$ cat src/rtl/pcm_out_pkg.sv
// Shared types and constants for the PCM audio output stage.
package pcm_out_pkg;

    localparam int unsigned PWM_BITS = 8;

    typedef logic [PWM_BITS-1:0] pcm_t;

    localparam pcm_t PCM_SILENCE = 8'h80;

endpackage

$ cat src/rtl/pcm_pwm_out_if.sv
// Valid/ready stream carrying unsigned 8-bit PCM samples into the output stage.
interface pcm_pwm_out_if;
    import pcm_out_pkg::*;

    pcm_t in_data;
    logic in_vld;
    logic in_rdy;

    modport master (output in_data, output in_vld, input in_rdy);
    modport slave  (input in_data, input in_vld, output in_rdy);

endinterface

$ cat src/rtl/pcm_fifo.sv
// Small synchronous sample FIFO, power-of-two depth, no fall-through.
module pcm_fifo
    import pcm_out_pkg::*;
#(
    parameter int unsigned DEPTH = 4
) (
    input  logic                       clk_i,
    input  logic                       rst_ni,
    input  logic                       push_i,
    input  pcm_t                       wdata_i,
    input  logic                       pop_i,
    output pcm_t                       rdata_o,
    output logic [$clog2(DEPTH):0]     level_o,
    output logic                       full_o,
    output logic                       empty_o
);

    localparam int unsigned AW = $clog2(DEPTH);
    localparam logic [AW:0] Full = DEPTH[AW:0];

    pcm_t          mem_q [DEPTH];
    logic [AW-1:0] wptr_q, wptr_d, rptr_q, rptr_d;
    logic [AW:0]   count_q, count_d;
    logic          push_ok, pop_ok;

    assign full_o  = (count_q == Full);
    assign empty_o = (count_q == '0);
    assign level_o = count_q;
    assign rdata_o = mem_q[rptr_q];

    always_comb begin
        push_ok = push_i && !full_o;
        pop_ok  = pop_i && !empty_o;
        wptr_d  = push_ok ? wptr_q + 1'b1 : wptr_q;
        rptr_d  = pop_ok ? rptr_q + 1'b1 : rptr_q;
        count_d = count_q;
        if (push_ok && !pop_ok) begin
            count_d = count_q + 1'b1;
        end else if (pop_ok && !push_ok) begin
            count_d = count_q - 1'b1;
        end
    end

    always_ff @(posedge clk_i or negedge rst_ni) begin
        if (!rst_ni) begin
            wptr_q  <= '0;
            rptr_q  <= '0;
            count_q <= '0;
        end else begin
            wptr_q  <= wptr_d;
            rptr_q  <= rptr_d;
            count_q <= count_d;
        end
    end

    // Storage carries no reset; stale entries are unreachable once the pointers clear.
    always_ff @(posedge clk_i) begin
        if (push_ok) begin
            mem_q[wptr_q] <= wdata_i;
        end
    end

endmodule

$ cat src/rtl/pcm_pwm_out.sv
// Paced PCM output stage: FIFO-buffered samples drive a PWM (or, with
// PCM_OUT_SIGMA_DELTA_EN defined, a first-order delta-sigma) audio bit.
module pcm_pwm_out
    import pcm_out_pkg::*;
#(
    parameter int unsigned FIFO_DEPTH     = 4,
    parameter int unsigned SAMPLE_PERIODS = 4
) (
    input  logic                          clk,
    input  logic                          rst_n,
    input  logic                          ena,
    pcm_pwm_out_if.slave                  in_if,
    output logic                          pwm_out,
    output pcm_t                          sample_out,
    output logic [$clog2(FIFO_DEPTH):0]   level,
    output logic                          underrun,
    input  logic                          clr_underrun
);

    localparam logic [7:0] RepLast = 8'(SAMPLE_PERIODS - 1);

    logic [7:0] pwm_cnt_q, pwm_cnt_d;
    logic [7:0] rep_cnt_q, rep_cnt_d;
    pcm_t       sample_q, sample_d;
    logic       pwm_q, pwm_d;
    logic       underrun_q, underrun_d;
    logic       wrap, tick, push, pop;
    logic       fifo_full, fifo_empty;
    pcm_t       fifo_head;

    pcm_fifo #(
        .DEPTH (FIFO_DEPTH)
    ) u_fifo (
        .clk_i   (clk),
        .rst_ni  (rst_n),
        .push_i  (push),
        .wdata_i (in_if.in_data),
        .pop_i   (pop),
        .rdata_o (fifo_head),
        .level_o (level),
        .full_o  (fifo_full),
        .empty_o (fifo_empty)
    );

    assign in_if.in_rdy = !fifo_full;
    assign pwm_out      = pwm_q;
    assign sample_out   = sample_q;
    assign underrun     = underrun_q;

`ifdef PCM_OUT_SIGMA_DELTA_EN
    logic [7:0] acc_q, acc_d;
    logic [8:0] sd_sum;
`endif

    always_comb begin
        wrap      = ena && (pwm_cnt_q == 8'hFF);
        tick      = wrap && (rep_cnt_q == RepLast);
        push      = in_if.in_vld && !fifo_full;
        pop       = tick && !fifo_empty;
        pwm_cnt_d = ena ? pwm_cnt_q + 8'd1 : pwm_cnt_q;
        rep_cnt_d = rep_cnt_q;
        if (wrap) begin
            rep_cnt_d = (rep_cnt_q == RepLast) ? 8'd0 : rep_cnt_q + 8'd1;
        end
        sample_d = pop ? fifo_head : sample_q;
        // A starving tick takes priority over a simultaneous clear.
        if (tick && fifo_empty) begin
            underrun_d = 1'b1;
        end else if (clr_underrun) begin
            underrun_d = 1'b0;
        end else begin
            underrun_d = underrun_q;
        end
`ifdef PCM_OUT_SIGMA_DELTA_EN
        sd_sum = {1'b0, acc_q} + {1'b0, sample_q};
        acc_d  = ena ? sd_sum[7:0] : acc_q;
        pwm_d  = ena && sd_sum[8];
`else
        pwm_d  = ena && (pwm_cnt_q < sample_q);
`endif
    end

    always_ff @(posedge clk or negedge rst_n) begin
        if (!rst_n) begin
            pwm_cnt_q  <= '0;
            rep_cnt_q  <= '0;
            sample_q   <= PCM_SILENCE;
            pwm_q      <= 1'b0;
            underrun_q <= 1'b0;
        end else begin
            pwm_cnt_q  <= pwm_cnt_d;
            rep_cnt_q  <= rep_cnt_d;
            sample_q   <= sample_d;
            pwm_q      <= pwm_d;
            underrun_q <= underrun_d;
        end
    end

`ifdef PCM_OUT_SIGMA_DELTA_EN
    always_ff @(posedge clk or negedge rst_n) begin
        if (!rst_n) begin
            acc_q <= '0;
        end else begin
            acc_q <= acc_d;
        end
    end
`endif

endmodule
$ cat src/flat_wrapper.sv
// flat-port wrapper written by rule: the top's interface ports become plain ports
module pcm_pwm_out_flat import pcm_out_pkg::*;
#(
    parameter int unsigned FIFO_DEPTH     = 4,
    parameter int unsigned SAMPLE_PERIODS = 4
)
  (clk, rst_n, ena, pwm_out, sample_out, level, underrun, clr_underrun, in_if_in_data, in_if_in_vld, in_if_in_rdy);
  pcm_pwm_out_if in_if_i ();
  input  logic clk;
  input  logic rst_n;
  input  logic ena;
  output logic pwm_out;
  output pcm_t sample_out;
  output logic [$clog2(FIFO_DEPTH):0] level;
  output logic underrun;
  input  logic clr_underrun;
  input wire logic [$bits(in_if_i.in_data)-1:0] in_if_in_data;
  input wire logic [$bits(in_if_i.in_vld)-1:0] in_if_in_vld;
  output wire logic [$bits(in_if_i.in_rdy)-1:0] in_if_in_rdy;
  assign in_if_i.in_data = in_if_in_data;
  assign in_if_i.in_vld = in_if_in_vld;
  assign in_if_in_rdy = in_if_i.in_rdy;
  pcm_pwm_out #(.FIFO_DEPTH(FIFO_DEPTH), .SAMPLE_PERIODS(SAMPLE_PERIODS)) u_core (.clk(clk), .rst_n(rst_n), .ena(ena), .in_if(in_if_i), .pwm_out(pwm_out), .sample_out(sample_out), .level(level), .underrun(underrun), .clr_underrun(clr_underrun));
endmodule
$ cat config.mk
export PLATFORM = sky130hd
export DESIGN_NAME = pcm_pwm_out_flat
export DESIGN_NICKNAME = d
export VERILOG_FILES = /design/src/rtl/pcm_out_pkg.sv /design/src/rtl/pcm_pwm_out_if.sv /design/src/rtl/pcm_fifo.sv /design/src/rtl/pcm_pwm_out.sv /design/src/flat_wrapper.sv
export SDC_FILE = /design/constraint.sdc
export NUM_CORES = 1
export LEC_CHECK = 0
export CAP_MARGIN = 25
export CORE_AREA = 8 8 116 118
export DETAILED_ROUTE_END_ITERATION = 12
export DIE_AREA = 0 0 124 126
export PLACE_DENSITY = 0.38
export SKIP_LAST_GASP = 1
export SYNTH_ARGS = -nofsm -noshare
export SYNTH_HDL_FRONTEND = slang
export SYNTH_SLANG_ARGS = --single-unit
$ cat constraint.sdc
create_clock -name clk -period 6.06 [get_ports clk]
set_input_delay 0.606 -clock clk [delete_from_list [all_inputs] [get_ports clk]]
set_output_delay 0.606 -clock clk [all_outputs]
set_load 0.02 [all_outputs]
==> results of run 1 <==
-- through the flow --
stage / area, sq um / hold WS [ns] / util (%)
2_1_floorplan: 2830 / 0.310 / -
3_3_place_gp: 3270 / 0.468 / 27.9
3_5_place_dp: 3270 / 0.464 / 27.9
4_1_cts: 3600 / 0.476 / 30.7
5_1_grt: 3600 / 0.490 / 30.7
6_report: 3600 / 0.474 / 30.7
-- cells in the mapped netlist --
master and instances:
mux4_2 8, nand3_2 2, nor4b_1 1, dfstp_2 1
clkbuf_1 1, mux2_2 11, nor4_1 1, clkbuf_2 1
xnor2_1 9, and3_1 7, edfxtp_1 32, xor2_1 9
fa_1 1, a211o_1 1, and2_0 1, nor3_4 1
a21oi_1 2, and4_1 1, nor2b_1 1, nor3_1 3
nand3_1 4, ha_1 14, buf_1 2, dfrtp_1 32
inv_1 13, a21o_1 2, a31oi_1 2, o21ai_0 2
nand4_1 4, nor2_1 9, a22o_1 1, nand2_1 11
nand2b_1 1
-- final timing paths --
kind                                           from                  endpoint  cells past startpoint
worst max-delay path                            ena  u_core.u_fifo.level_o[1]                      7
worst min-delay path            u_core.rep_cnt_q[7]       u_core.rep_cnt_q[7]                      1
worst max register to register  u_core.rep_cnt_q[4]  u_core.u_fifo.level_o[1]                      8
worst min register to register  u_core.rep_cnt_q[7]       u_core.rep_cnt_q[7]                      1
max in group asynchronous                     rst_n      u_core.sample_out[7]                      2
min in group asynchronous                     rst_n       u_core.rep_cnt_q[4]                      2
-- state kept, by name (all words and copies together), names as in the netlist --
| name | flops |
|---|---|
| u_core.pwm_cnt_q | 8 |
| u_core.pwm_out | 1 |
| u_core.rep_cnt_q | 8 |
| u_core.sample_out | 8 |
| u_core.u_fifo.level_o | 3 |
| u_core.u_fifo.mem_q | 32 |
| u_core.u_fifo.rptr_q | 2 |
| u_core.u_fifo.wptr_q | 2 |
| u_core.underrun | 1 |
-- layout make-up --
class | instances | area [sq um] | share of cell area (%)
flip-flops and latches | 65 | 1790 | 49.7
multi-input cells | 109 | 980 | 27.2
repair buffers | 27 | 268 | 7.44
clock buffers | 9 | 225 | 6.25
well taps | 147 | 184 | 5.11
clock inverters | 7 | 108 | 2.99
inverters | 13 | 48.8 | 1.36
-- kinds of logic (layout without fill, tap and decap cells) --
logic type      after synthesis  in the layout  synth area share (%)
buf+inv                      17             56                  2.30
compound gates               10             10                  2.30
simple gates                 47             47                  9.10
flops                        65             65                  63.1
xor+xnor                     18             18                  5.57
fa+ha+maj                    15             15                  6.89
mux                          19             19                  10.7
-- metal layers --
metal	wire, microns	GRT usage, %	vias up
met5	0	0	-
met4	125	4.62	0
met3	177	2.01	9
met2	2600	11.6	22
met1	2500	9.63	749
li1	-	-	757
-- power by group --
group / switching [W] / leakage [nW] / internal (W)
logic: 0.000135 / 0.547 / 0.000129
registers: 0.0000590 / 0.726 / 0.000556
clock network: 0.000207 / 0.160 / 0.000369
==> impl_metrics.json, run 1 <==
{
  "status": "complete, no violations",
  "cts_tree": "yes",
  "synth_largest_area_cell": "edfxtp_1",
  "postSynthNetCount": 219,
  "cts_hold_buffers": 0,
  "crit_path_arrival_time_ns": 2.71,
  "place.gp.congestion": 0.674,
  "cts_made_buffers": 9,
  "number_of_standard_cells_in_the_final_layout_excluding_fillers": 377,
  "clock_tree.htree_level_count": 3,
  "core-area_sq_mm": 0.0117,
  "synth_area_per_cell_sq_um": 14.8,
  "placement_rows": 40,
  "final_hold_fails": 0,
  "syn-cell-area_sq_mm": 0.00283,
  "maximum_number_of_pins_on_one_net_before_global_route_repair": 34,
  "timing_worst_slew_pin_value_ns": 0.679,
  "dieWidth_microns": 124,
  "worstPathCellList": "clkdlybuf4s50_1 -> and4_1 -> nand4_1 -> ha_1 -> inv_1 -> fa_1 -> mux2_2",
  "detailedPlace.worstSlack_ns": 3.21,
  "top_post_synthesis_cells_by_area": "edfxtp_1 (34%), dfrtp_1 (28%), mux4_2 (6.4%), ha_1 (6.2%), mux2_2 (4.4%)",
  "clock_insertion_delay_at_the_later_pin_of_the_skew_report_ns": 0.32,
  "dpl.hpwl_mm": 3.78,
  "hold_path_class": "register to register",
  "drt_first_iter_violations": 69,
  "antenna_found_initial": 0,
  "max_stage_delay_ns": 0.60,
  "setup_total_negative_slack_ns": 0,
  "cts_post_setup_buffers_inserted": 0,
  "setup_ws_ns": 3.57,
  "area_of_the_die_sq_mm": 0.0156,
  "area.growth.synth_to_final_pct": 27.1,
  "final_layout_size_suffix_gt1_share_pct": 17.4,
  "io_buffer_count": 26,
  "startpoint_type": "input pin",
  "r2r_setup_slack_ns": 3.62,
  "crit_path_end_kind": "register",
  "criticalPathCategory": "input pin to register",
  "layout.nets": 253,
  "yosysWarnings": 0,
  "max-vdd-ir-drop_mv": 0.124,
  "postCtsResizedCells": 0,
  "yosysSeqAreaShare_pct": 63.1,
  "avgViaCountPerCell": 4.08,
  "clk_transition_reported_paths_ns": 0.06,
  "timing.critical_path.slowest_stage_cell": "clkdlybuf4s50_1",
  "via_count": 1537,
  "floorplan.initialDensity_pct": 24.2,
  "grt_pass1_wl_mm": 9.05,
  "grt_pass1_vias": 1655,
  "synthDominantCellAreaShare_pct": 33.9,
  "timing.final.crit_share_pct": 41.2,
  "global_route.usage.total_pct": 7.71,
  "max-clock-path-buffers": 2,
  "drt.antenna.violating_nets": 0,
  "critPathMaxFanout": 6,
  "power.density_cell_area_mw_per_mm2": 404,
  "drv.max_cap_violation_count": 0,
  "achievable_frequency_mhz": 401,
  "timing.final.setup_violations": 0,
  "detail_route.drc_violations": 0,
  "fin_clk_skew_ns": 0.00777,
  "period_needed_ns": 2.49,
  "grt_residual_overflow": 0,
  "combined_buffer_and_inverter_count_along_the_critical_path": 2,
  "cts_sinks": 65,
  "postSynthRegisterBits": 65,
  "num_antenna_cells": 0,
  "route.detailed.wl_per_inst_microns": 14.3,
  "dp.cells": 361,
  "die_y_microns": 126,
  "num_io_pins": 27,
  "required_ns": 6.27,
  "fillerInstances": 1202,
  "most-common-layout-cells": "dfrtp_1 (32), edfxtp_1 (32), clkdlybuf4s50_1 (26), ha_1 (14), inv_1 (13)",
  "wl_mm": 5.41,
  "totalPowerFinal_w": 0.00145,
  "report.final.slew_viol_count": 0,
  "post_synth_inst_count": 191,
  "synthDistinctLibCells": 33,
  "clk_root_buffer_cell": "clkbuf_16",
  "slew_hr_pct": 54.4,
  "setup_repair_after_global_routing_missed_its_margin": "false",
  "drt_first_pass_iters": 5,
  "leakagePower_nw": 1.43,
  "timing.critical_path.max_delay_family": "buffers and inverters"
}
Note: power is estimated with default switching activity, not from simulation.
==> run 2, diff against run 1 <==
==> constraint.sdc (replaced) <==
create_clock -name clk -period 2.55 [get_ports clk]
set_input_delay 0.255 -clock clk [delete_from_list [all_inputs] [get_ports clk]]
set_output_delay 0.255 -clock clk [all_outputs]
set_load 0.02 [all_outputs]
==> impl_metrics.json, run 2 (synthesis gave the netlist of run 1 again) <==
{
  "cts_made_buffers": 9,
  "clock_insertion_delay_at_the_later_pin_of_the_skew_report_ns": 0.32,
  "hold_path_class": "input pin to async pin",
  "startpoint_type": "register",
  "route.detailed.wl_per_inst_microns": 14.3,
  "final_hold_fails": 0,
  "period_needed_ns": 2.24,
  "avgViaCountPerCell": 4.09,
  "setup_total_negative_slack_ns": 0,
  "drt_first_pass_iters": 4,
  "power.density_cell_area_mw_per_mm2": 957,
  "dieWidth_microns": 124,
  "grt_pass1_wl_mm": 9.24,
  "timing.critical_path.slowest_stage_cell": "dfrtp_1",
  "cts_sinks": 65,
  "detail_route.drc_violations": 0,
  "die_y_microns": 126,
  "clk_transition_reported_paths_ns": 0.06,
  "criticalPathCategory": "register to register",
  "critPathMaxFanout": 5,
  "slew_hr_pct": 59.0,
  "drt_first_iter_violations": 36,
  "global_route.usage.total_pct": 7.83,
  "clk_root_buffer_cell": "clkbuf_16",
  "antenna_found_initial": 0,
  "via_count": 1563,
  "number_of_standard_cells_in_the_final_layout_excluding_fillers": 382,
  "cts_hold_buffers": 0,
  "most-common-layout-cells": "dfrtp_1 (32), edfxtp_1 (32), clkdlybuf4s50_1 (26), ha_1 (14), inv_1 (13)",
  "area.growth.synth_to_final_pct": 28.4,
  "final_layout_size_suffix_gt1_share_pct": 19.1,
  "timing.final.crit_share_pct": 87.8,
  "core-area_sq_mm": 0.0117,
  "leakagePower_nw": 1.46,
  "postCtsResizedCells": 0,
  "max_stage_delay_ns": 0.42,
  "place.gp.congestion": 0.635,
  "drv.max_cap_violation_count": 0,
  "drt.antenna.violating_nets": 0,
  "achievable_frequency_mhz": 447,
  "io_buffer_count": 26,
  "maximum_number_of_pins_on_one_net_before_global_route_repair": 34,
  "area_of_the_die_sq_mm": 0.0156,
  "cts_post_setup_buffers_inserted": 0,
  "regMostFlops": "u_core.u_fifo.mem_q",
  "max-clock-path-buffers": 2,
  "clock_tree.htree_level_count": 3,
  "grt_pass1_vias": 1744,
  "crit_path_arrival_time_ns": 2.45,
  "setup_repair_after_global_routing_missed_its_margin": "false",
  "required_ns": 2.76,
  "fin_clk_skew_ns": 0.00701,
  "dp.cells": 366,
  "wl_mm": 5.48,
  "layout.nets": 258,
  "max-vdd-ir-drop_mv": 0.276,
  "timing.final.setup_violations": 0,
  "r2r_setup_slack_ns": 0.31,
  "floorplan.initialDensity_pct": 24.2,
  "crit_path_end_kind": "register",
  "report.final.slew_viol_count": 0,
  "status": "complete, no violations",
  "num_antenna_cells": 0,
  "largest_register_ffs": 32,
  "worstPathCellList": "nor4_1 -> nand3_2 -> nor2_1 -> nand4_1 -> ha_1 -> inv_1 -> fa_1 -> mux2_2",
  "timing_worst_slew_pin_value_ns": 0.616,
  "num_io_pins": 27,
  "placement_rows": 40,
  "cts_tree": "yes",
  "grt_residual_overflow": 0,
  "dpl.hpwl_mm": 3.88
}
[run 2: worst paths after layout]
check | startpoint | endpoint | depth (start not counted)
worst max-delay path | u_core.rep_cnt_q[4] | u_core.u_fifo.level_o[1] | 8
worst min-delay path | rst_n | u_core.rep_cnt_q[7] | 2
worst max register to register | u_core.rep_cnt_q[4] | u_core.u_fifo.level_o[1] | 8
worst min register to register | u_core.rep_cnt_q[7] | u_core.rep_cnt_q[7] | 1
max in group asynchronous | rst_n | u_core.sample_out[7] | 2
min in group clk | u_core.rep_cnt_q[7] | u_core.rep_cnt_q[7] | 1
[run 2: per-stage QoR]
stage	setup slack, ns	total power (W)	cell area, sq um	hold WS (ns)	util, %
2_1_floorplan	0.347	0.00188	2830	-0.0406	-
3_3_place_gp	0.306	0.00215	3310	0.479	28.2
3_5_place_dp	0.280	0.00216	3310	0.479	28.2
4_1_cts	0.286	0.00355	3640	0.364	31.1
5_1_grt	0.160	0.00370	3640	0.387	31.1
6_report	0.311	0.00348	3640	0.344	31.1
[run 2: power breakdown]
part	internal, W	switching, W	total [W]
Clock	0.000876	0.000499	0.00138
Combinational	0.000321	0.000323	0.000644
Sequential	0.00132	0.000142	0.00146
[run 2: area by class of cell]
cell class / instances / area [sq um]
clock buffers: 9 / 225
flip-flops and latches: 65 / 1790
fillers: 1192 / 8070
inverters: 13 / 48.8
repair buffers: 32 / 305
well taps: 147 / 184
clock inverters: 7 / 108
multi-input cells: 109 / 980
[run 2: per-layer routing]
metal / global-route usage, % / vias to the layer above / part of all wire (%)
met3: 2.55 / 7 / 2.8
met4: 3.36 / 0 / 1.7
li1: - / 769 / -
met1: 9.96 / 768 / 49
met5: 0 / - / 0
met2: 11.9 / 19 / 47
[run 2: worst max-delay path: cells and delay by family (launching register included)]
family                   cells  cell delay, ns
AND/OR/NAND/NOR              4            0.72
adder cells (fa/ha/maj)      2            0.64
flip-flops                   1            0.42
multiplexers                 1            0.26
buffers and inverters        1            0.07
